File: src/rtl/apb_timer_lite_pkg.sv
// Shared constants for the two-timer APB peripheral: register decode,
// CTRL field layout and reset values.
package apb_timer_lite_pkg;

    localparam int unsigned TIMER_W   = 32;
    localparam int unsigned PRESC_W   = 8;
    localparam int unsigned CTRL_PS_W = 3;

    // Byte offsets of the register map; bit 4 selects timer B.
    localparam logic [11:0] OFF_A_COUNT = 12'h000;
    localparam logic [11:0] OFF_A_CTRL  = 12'h004;
    localparam logic [11:0] OFF_A_CMP   = 12'h008;
    localparam logic [11:0] OFF_B_COUNT = 12'h010;
    localparam logic [11:0] OFF_B_CTRL  = 12'h014;
    localparam logic [11:0] OFF_B_CMP   = 12'h018;
    localparam int unsigned TIMER_SEL_BIT = 4;

    // Register selector within one timer, taken from PADDR[3:2].
    typedef enum logic [1:0] {
        REG_COUNT = 2'd0,
        REG_CTRL  = 2'd1,
        REG_CMP   = 2'd2,
        REG_NONE  = 2'd3
    } reg_sel_e;

    localparam int unsigned CTRL_EN_BIT = 0;
    localparam int unsigned CTRL_PS_LSB = 1;

    localparam logic [TIMER_W-1:0] CMP_RESET = 32'hFFFF_FFFF;

    function automatic logic [TIMER_W-1:0] ctrl_word(input logic en,
                                                     input logic [CTRL_PS_W-1:0] ps);
        logic [TIMER_W-1:0] w;
        w = '0;
        w[CTRL_EN_BIT] = en;
        w[CTRL_PS_LSB +: CTRL_PS_W] = ps;
        return w;
    endfunction

endpackage

File: src/rtl/timer_lite_core.sv
// One 32-bit timer: power-of-two prescaler, free-running COUNT with compare
// reload and overflow wrap, and registered one-cycle irq pulses.
module timer_lite_core
    import apb_timer_lite_pkg::*;
(
    input  logic                 clk,
    input  logic                 rst_n,
    input  logic                 wr_count,
    input  logic                 wr_ctrl,
    input  logic                 wr_cmp,
    input  logic [TIMER_W-1:0]   wdata,
    output logic [TIMER_W-1:0]   count,
    output logic [TIMER_W-1:0]   cmp,
    output logic                 en,
    output logic [CTRL_PS_W-1:0] ps,
    output logic                 irq_cmp,
    output logic                 irq_ovf
);

    logic [PRESC_W-1:0] presc;
    logic [PRESC_W-1:0] presc_mask;
    logic               tick;
    logic               hit_cmp;
    logic               hit_ovf;

    // Tick when the low PS bits of the prescaler are all ones: every 2^PS cycles.
    assign presc_mask = (PRESC_W'(1) << ps) - PRESC_W'(1);
    assign tick       = en && ((presc & presc_mask) == presc_mask);

    // A COUNT write on the tick edge swallows the tick, including its irqs.
    assign hit_cmp = tick && !wr_count && (count == cmp);
    assign hit_ovf = tick && !wr_count && (count == '1);

    // NOTE: non-blocking assignments make every register sample pre-edge values,
    // so a CMP write on a tick edge still compares against the old CMP.
    always_ff @(posedge clk or negedge rst_n) begin
        if (!rst_n) begin
            en <= 1'b0;
            ps <= '0;
        end else if (wr_ctrl) begin
            en <= wdata[CTRL_EN_BIT];
            ps <= wdata[CTRL_PS_LSB +: CTRL_PS_W];
        end
    end

    always_ff @(posedge clk or negedge rst_n) begin
        if (!rst_n) begin
            presc <= '0;
        end else if (wr_ctrl || !en) begin
            presc <= '0;
        end else begin
            presc <= presc + PRESC_W'(1);
        end
    end

    always_ff @(posedge clk or negedge rst_n) begin
        if (!rst_n) begin
            count <= '0;
        end else if (wr_count) begin
            count <= wdata;
        end else if (hit_cmp || hit_ovf) begin
            count <= '0;
        end else if (tick) begin
            count <= count + TIMER_W'(1);
        end
    end

    always_ff @(posedge clk or negedge rst_n) begin
        if (!rst_n) begin
            cmp <= CMP_RESET;
        end else if (wr_cmp) begin
            cmp <= wdata;
        end
    end

    always_ff @(posedge clk or negedge rst_n) begin
        if (!rst_n) begin
            irq_cmp <= 1'b0;
            irq_ovf <= 1'b0;
        end else begin
            irq_cmp <= hit_cmp;
            irq_ovf <= hit_ovf;
        end
    end

endmodule

File: src/rtl/apb_timer_lite.sv
// APB slave wrapping two independent timer_lite_core instances; owns the
// address decode, error response and combinational read mux.
module apb_timer_lite
    import apb_timer_lite_pkg::*;
#(
    parameter int N_TIMERS = 2
) (
    input  logic                  HCLK,
    input  logic                  HRESETn,
    input  logic [11:0]           PADDR,
    input  logic [31:0]           PWDATA,
    input  logic                  PWRITE,
    input  logic                  PSEL,
    input  logic                  PENABLE,
    output logic [31:0]           PRDATA,
    output logic                  PREADY,
    output logic                  PSLVERR,
    output logic [2*N_TIMERS-1:0] irq_o
);

    logic                 access;
    logic                 mapped;
    logic                 wr_en;
    logic                 timer_sel;
    reg_sel_e             reg_sel;
    logic                 addr_unused;

    logic [TIMER_W-1:0]   count [N_TIMERS];
    logic [TIMER_W-1:0]   cmp   [N_TIMERS];
    logic                 en    [N_TIMERS];
    logic [CTRL_PS_W-1:0] ps    [N_TIMERS];

    // Byte-lane bits carry no meaning for word registers.
    assign addr_unused = ^PADDR[1:0];

    assign reg_sel   = reg_sel_e'(PADDR[3:2]);
    assign timer_sel = PADDR[TIMER_SEL_BIT];
    assign mapped    = (PADDR[11:5] == '0) && (reg_sel != REG_NONE);
    assign access    = PSEL && PENABLE;
    assign wr_en     = access && PWRITE && mapped;

    assign PREADY  = 1'b1;
    assign PSLVERR = access && !mapped;

    for (genvar i = 0; i < N_TIMERS; i++) begin : g_timer
        logic sel;
        assign sel = wr_en && (timer_sel == 1'(i));

        timer_lite_core u_core (
            .clk      (HCLK),
            .rst_n    (HRESETn),
            .wr_count (sel && (reg_sel == REG_COUNT)),
            .wr_ctrl  (sel && (reg_sel == REG_CTRL)),
            .wr_cmp   (sel && (reg_sel == REG_CMP)),
            .wdata    (PWDATA),
            .count    (count[i]),
            .cmp      (cmp[i]),
            .en       (en[i]),
            .ps       (ps[i]),
            .irq_cmp  (irq_o[2*i+1]),
            .irq_ovf  (irq_o[2*i])
        );
    end

    // NOTE: PRDATA gets a default before any branch so the mux never infers a latch.
    always_comb begin
        PRDATA = '0;
        if (PSEL && mapped) begin
            case (reg_sel)
                REG_COUNT: PRDATA = count[timer_sel];
                REG_CTRL:  PRDATA = ctrl_word(en[timer_sel], ps[timer_sel]);
                REG_CMP:   PRDATA = cmp[timer_sel];
                default:   PRDATA = '0;
            endcase
        end
    end

endmodule
File: config.mk
export PLATFORM = sky130hd
export DESIGN_NAME = apb_timer_lite
export DESIGN_NICKNAME = d
export VERILOG_FILES = /design/src/rtl/apb_timer_lite_pkg.sv /design/src/rtl/timer_lite_core.sv /design/src/rtl/apb_timer_lite.sv
export SDC_FILE = /design/constraint.sdc
export NUM_CORES = 1
export LEC_CHECK = 0
export BUFFER_PORTS_ARGS = -buffer_cell sky130_fd_sc_hd__buf_4
export CAP_MARGIN = 20
export CORE_MARGIN = 1.5
export CORE_UTILIZATION = 45
export DETAILED_ROUTE_END_ITERATION = 16
export GPL_TIMING_DRIVEN = 0
export PLACE_DENSITY = 0.69
export SKIP_CTS_REPAIR_TIMING = 1
export SYNTH_ARGS = -nofsm -noshare
export SYNTH_HDL_FRONTEND = slang
export SYNTH_SLANG_ARGS = --single-unit
File: constraint.sdc
create_clock -name HCLK -period 3.8 [get_ports HCLK]
set_clock_uncertainty 0.05 [all_clocks]
set_input_delay 0.38 -clock HCLK [delete_from_list [all_inputs] [get_ports HCLK]]
set_output_delay 0.38 -clock HCLK [all_outputs]
set_load 0.1 [all_outputs]
* Yosys cells after proc, flatten, opt, wreduce, memory -nomap -nowiden *
Index checks and enable logic that the tools add are counted.

cells by class
  $add $sub $neg = 6
  order comparisons = 1
  equality and inequality tests = 9
  shifts and indexed selects = 2
  multiplexer cells = 22
  bitwise gates (word level) = 4
  reduce and logical (&&, ||, !) cells = 35

operators by type and width
  kind                   count
  $mux 32                13
  $pmux 32 s3            1
  $add 32x1->32 const B  2
  $eq 32x32->1           2
  $eq 32x32->1 const B   2
  $logic_and 1x1->1      22
  $add 8x1->8 const B    2
  $and 8x8->8            2
  $eq 8x8->1             2
  $mux 8                 2
  $shl 1x3->8 const A    2
  $sub 8x2->8 const B    2
  $mux 3                 3
  $logic_not 7->1        1
  $reduce_bool 3->1      2
  $logic_not 1->1        5
  $logic_or 1x1->1       4
  $mux 1                 3
  $eq 2x1->1 const B     1
  $eq 2x2->1 const B     1
  $ge 2x2->1 const B     1
  $logic_not 2->1        1
  $ne 2x2->1 const B     1
  $not 1->2              1
  $not 1->1              1

word-level totals
  flip-flop bits (word level) = 156
  bits of input ports = 49

* Logic depth before layout (Yosys ltp) *
  depth in word-level cells = 11
  depth in mapped cells = 13
  depth with buffers taken out = 10

* Hierarchy *
Synthesis repeated with hierarchy kept, for this count alone.

second synthesis, totals
  cell total of the unflattened synthesis = 1069
  area total of the unflattened synthesis = 10048.4 µm²

by module, submodules not included
  module           instances  cells each  area an instance (µm²)  seq. area each (µm²)
  timer_lite_core  2          448         4344.2                  1966.9
  apb_timer_lite   1          173         1360.1                  0.0

* Least setup slack after synthesis *
Ideal clock, no wire load.

  kind = input port to output port
  from = input PADDR[3]
  to = output PRDATA[0]
  data arrival time = 3329 ps
  required time = 3370 ps
  setup slack = 41 ps
  stages = 5
  cells stage by stage = buf_1 > clkbuf_1 > nor2_1 > a21oi_1 > a211oi_1

on the way
  word-level cells in the longest chain between the ends = 4
  elaborated cells on any way between the ends = 8
  classes of those cells = eq/ne: 3; mux: 2; reduce/logical: 3

ends and longest elaborated chain
  what                                                 RTL line              source
  start, declared                                      apb_timer_lite.sv:10  input logic [11:0] PADDR,
  branches (longest 3 deep; another with $pmux 32 s3)  n/a
  $mux 32 *                                            apb_timer_lite.sv:68  if (PSEL && mapped) begin
  end, declared                                        apb_timer_lite.sv:15  output logic [31:0] PRDATA,

Mark *: on every way between the ends.

* Final worst setup path *
  from = register g_timer[0].u_core.ps[0]
  to = register g_timer[0].u_core.count[0]

on the way
  word-level cells in the longest chain between the ends = 10
  elaborated cells on any way between the ends = 12
  classes of those cells = add/sub: 1; eq/ne: 1; shift: 1; mux: 2; bitwise: 1; reduce/logical: 6

ends and longest elaborated chain
  what                                  RTL line                                      source
  start, declared                       timer_lite_core.sv:15                         output logic [CTRL_PS_W-1:0] ps,
  start signal, assigned                timer_lite_core.sv:42                         ps <= wdata[CTRL_PS_LSB +: CTRL_PS_W];
  $shl 1x3->8 *                         timer_lite_core.sv:27                         assign presc_mask = (PRESC_W'(1) << ps) - PRESC_W'(1);
  $sub 8x2->8 *                         timer_lite_core.sv:27
  $and 8x8->8                           timer_lite_core.sv:28                         assign tick = en && ((presc & presc_mask) == presc_mask);
  $eq 8x8->1 *                          timer_lite_core.sv:28
  $logic_and 1x1->1 *                   timer_lite_core.sv:28
  $logic_and 1x1->1                     timer_lite_core.sv:31, timer_lite_core.sv:32
  $logic_and 1x1->1 (on tied branches)  timer_lite_core.sv:31, timer_lite_core.sv:32
  $logic_or 1x1->1                      timer_lite_core.sv:61                         end else if (hit_cmp || hit_ovf) begin
  $mux 32                               timer_lite_core.sv:61
  $mux 32                               timer_lite_core.sv:59                         end else if (wr_count) begin
  end signal, assigned                  timer_lite_core.sv:60                         count <= wdata;
  end signal, assigned                  timer_lite_core.sv:64                         count <= count + TIMER_W'(1);
  end, declared                         timer_lite_core.sv:12                         output logic [TIMER_W-1:0] count,

Mark *: on every way between the ends. The rest lies on a longest branch, timed or not.
A chain may end at the register's enable or synchronous reset.

==> results.py <==
metrics = {
    "sta": {
        "timing.slew.headroom_pct": 38.1,
        "final_max_slew_viol_count": 0,
        "finalHoldViolCount": 0,
        "fin_crit_ns": 3.49,
        "hold-worst-slack_ns": 0.185,
        "max_freq_mhz": 287,
        "worstMarginPinSlew_ns": 0.915,
        "final.setup.tns_ns": 0,
        "fin_ws_ns": 0.310,
        "rsz0062_at_grt": "false",
        "setup_viol": 0,
        "finalCritPeriodShare_pct": 91.8,
    },
    "outcome": {
        "status": "finished, final reports clean",
    },
    "global_routing": {
        "antenna_found_initial": 0,
        "grt-ovfl-total": 0,
        "grt_pass1_vias": 7935,
        "grt_start_max_net_pins": 97,
        "grt.total_usage_pct": 27.5,
        "grt_pass1_wl_mm": 46.0,
    },
    "setup_path": {
        "endpoint_kind": "flop",
        "cp_data_required_time_ns": 4.09,
        "rrSetupSlack_ns": 0.31,
        "crit_end": "g_timer[0].u_core.count[0]",
        "critical_path_class": "reg -> reg",
        "r2r_cells": 11,
        "startpoint": "g_timer[0].u_core.ps[0]",
        "r2r-end": "g_timer[0].u_core.count[0]",
        "rr_startpoint": "g_timer[0].u_core.ps[0]",
        "critical_path_arrival_ns": 3.78,
        "worstPathMaxFanout": 10,
        "start_kind": "flop",
    },
    "placed_design": {
        "post-dp-hpwl_mm": 22.6,
        "dp.cells": 1334,
        "portBuffers": 83,
        "dpl_cell_area_um2": 10700,
        "place_ws_ns": 0.369,
        "place.gp.congestion": 0.953,
    },
    "synthesis": {
        "synthMuxAreaShare_pct": 15.6,
        "async_flop_share_pct": 100,
        "synth_edf_count": 0,
        "synthTopCellsByArea": "dfrtp_1 23%, dfstp_2 17%, mux2_2 7.9%",
        "synth_fa_ha_area_share_pct": 0.771,
        "synth_ff_type": "dfrtp_1",
        "syn_area_um2": 9730,
        "yosysTopAreaCellShare_pct": 23.1,
        "synth_area_leader_cell": "dfrtp_1",
        "ys_types": 78,
        "synth_top_family_by_area": "simple AND/OR/NAND/NOR gates",
        "synth_compound_area_share_pct": 13.2,
        "synth_simple_gate_area_share_pct": 18.6,
        "synth-xor-area-share_pct": 7.02,
        "synth-seq-cells": 154,
        "synth_seq_area_share_pct": 40.4,
        "synth_nets": 1030,
        "syn-mean-instance-area_um2": 9.98,
        "synthCells": 975,
        "ys_warn_count": 0,
    },
    "final_layout": {
        "antennaDiodeCount": 0,
        "nets": 1134,
        "drive_above_1_share_pct": 29.6,
        "final_cell_count_no_fill": 1367,
        "area_growth_syn_to_layout_pct": 16.5,
        "design_area_um2": 11300,
    },
    "clock_tree": {
        "worstSkewPairLatency_ns": 0.43,
        "clk_pin_slew_ns": 0.07,
        "cts-buffers-inserted": 17,
        "htreeDepth": 4,
        "cts_root_buf": "clkbuf_16",
        "numClockSinks": 154,
        "clk_path_buf_depth": 2,
        "cts_tree": "done",
    },
    "floorplan": {
        "num_io_pins": 87,
        "die_area_um2": 22500,
        "core-area_um2": 21100,
        "die_w_um": 150,
        "initial_core_util_pct": 46.2,
        "rows": 53,
        "die_height_um": 150,
    },
    "job": {
        "drv_cap": 0,
    },
    "power": {
        "power.density_nw_per_um2": 321,
        "p_leak_nw": 4.67,
        "vdd_drop_max_uv": 310,
    },
    "route": {
        "wirelength_mm": 30.1,
        "firstDrtPassIters": 6,
        "post_drt_wl_per_cell_um": 22.0,
        "vias": 8413,
        "vias_per_cell": 6.15,
        "antenna_left": 0,
        "route.detailed.drc": 0,
        "initialDrtViolationCount": 869,
    },
    "worst_hold_path": {
        "holdCritPathClass": "in -> reg",
    },
}
-- layer usage --
metal | track usage [%] | vias to the layer above | wire length, um
li1 | - | 3771 | -
met1 | 38.0 | 4196 | 12500
met2 | 44.3 | 388 | 14500
met3 | 3.57 | 58 | 2270
met4 | 9.80 | 0 | 797
met5 | 0 | - | 0
-- final cells by class --
class / count / area, um2
Tap cell: 275 / 344
Buffer: 68 / 314
Clock buffer: 22 / 505
Sequential cell: 154 / 3930
Inverter: 30 / 113
Multi-Input combinational cell: 723 / 5370
Fill cell: 1905 / 9750
Clock inverter: 10 / 87.6
Timing Repair Buffer: 85 / 664
-- Yosys cell counts, drive strengths merged (14+ instances only) --
library cell	n
a21o	14
a21oi	29
a22oi	24
and3	24
buf	23
clkbuf	45
dfrtp	90
dfstp	64
inv	30
mux2	69
mux4	28
nand2	68
nand3	42
nand4	24
nor2	70
nor2b	36
nor3	23
nor4	17
o21ai	62
xnor2	37
xor2	41
-- report_power, final --
group          leakage [nW]  switching [mW]  total (mW)  internal (mW)
logic                  2.58           0.147       0.242         0.0956
clock network         0.289           0.709        1.72           1.01
registers              1.80          0.0245        1.68           1.66
-- worst min-delay path by stage --
stage / depth (start not counted) / start / to / slack [ns]
after floorplan: 0 / HRESETn / g_timer[0].u_core.count[0] / 0.03
after global placement: 2 / g_timer[0].u_core.cmp[0] / g_timer[0].u_core.cmp[0] / 0.44
after detailed placement: 1 / HRESETn / g_timer[1].u_core.presc[4] / 0.34
after CTS: 1 / HRESETn / g_timer[1].u_core.presc[4] / -0.11
after global routing: 3 / PWDATA[24] / g_timer[1].u_core.count[24] / 0.18
final: 3 / PWDATA[17] / g_timer[1].u_core.count[17] / 0.19
-- stage by stage --
stage | power [mW] | util (%)
after detailed placement | 1.95 | 50.9
after global placement | 1.94 | 50.7
after CTS | 3.65 | 53.7
after floorplan | 1.80 | -
final | 3.64 | 53.7
after global routing | 3.74 | 53.7
-- state kept, by name, summed over array words and instances, names as in the netlist --
register,cells
g_timer.u_core.irq_ovf,2
g_timer.u_core.ps,6
g_timer.u_core.en,2
g_timer.u_core.irq_cmp,2
g_timer.u_core.count,64
g_timer.u_core.cmp,64
g_timer.u_core.presc,14
-- cell usage in the layout, fill, tap and decap left out, types with 13 or more instances in the layout --
cell,n
a21o_1,13
xnor2_1,37
clkbuf_16,18
mux2_2,68
clkbuf_1,43
nor2_1,69
dfrtp_1,90
nand2_1,68
mux4_2,27
dfstp_2,64
nand4_1,24
xor2_1,41
inv_1,30
buf_4,87
nor3_1,21
and3_1,14
nor2b_1,36
nand3_1,41
a22oi_1,24
a21oi_1,28
o21ai_0,52
nor4_1,15
-- logic make-up (layout without fill, tap and decap cells) --
group                    Yosys count  count (layout)
AO/OA/AOI/OAI                    189             189
XOR/XNOR                          78              78
buffers and inverters             98             215
adder cells (fa/ha/maj)            6               6
AND/OR/NAND/NOR                  342             342
other                              1               1
flip-flops                       154             154
multiplexers                     107             107
-- critical path, cell delays in order (launching register included) --
cell       delay, ns
dfrtp_1         0.35
clkbuf_1        0.20
or3_1           0.41
ha_1            0.30
nor4bb_1        0.17
o21ai_0         0.21
o2111ai_1       0.14
and3_2          0.24
nor2_1          0.55
clkbuf_1        0.49
a22oi_1         0.13
o21ai_0         0.14
No activity file was read; power rests on OpenSTA's default activity.
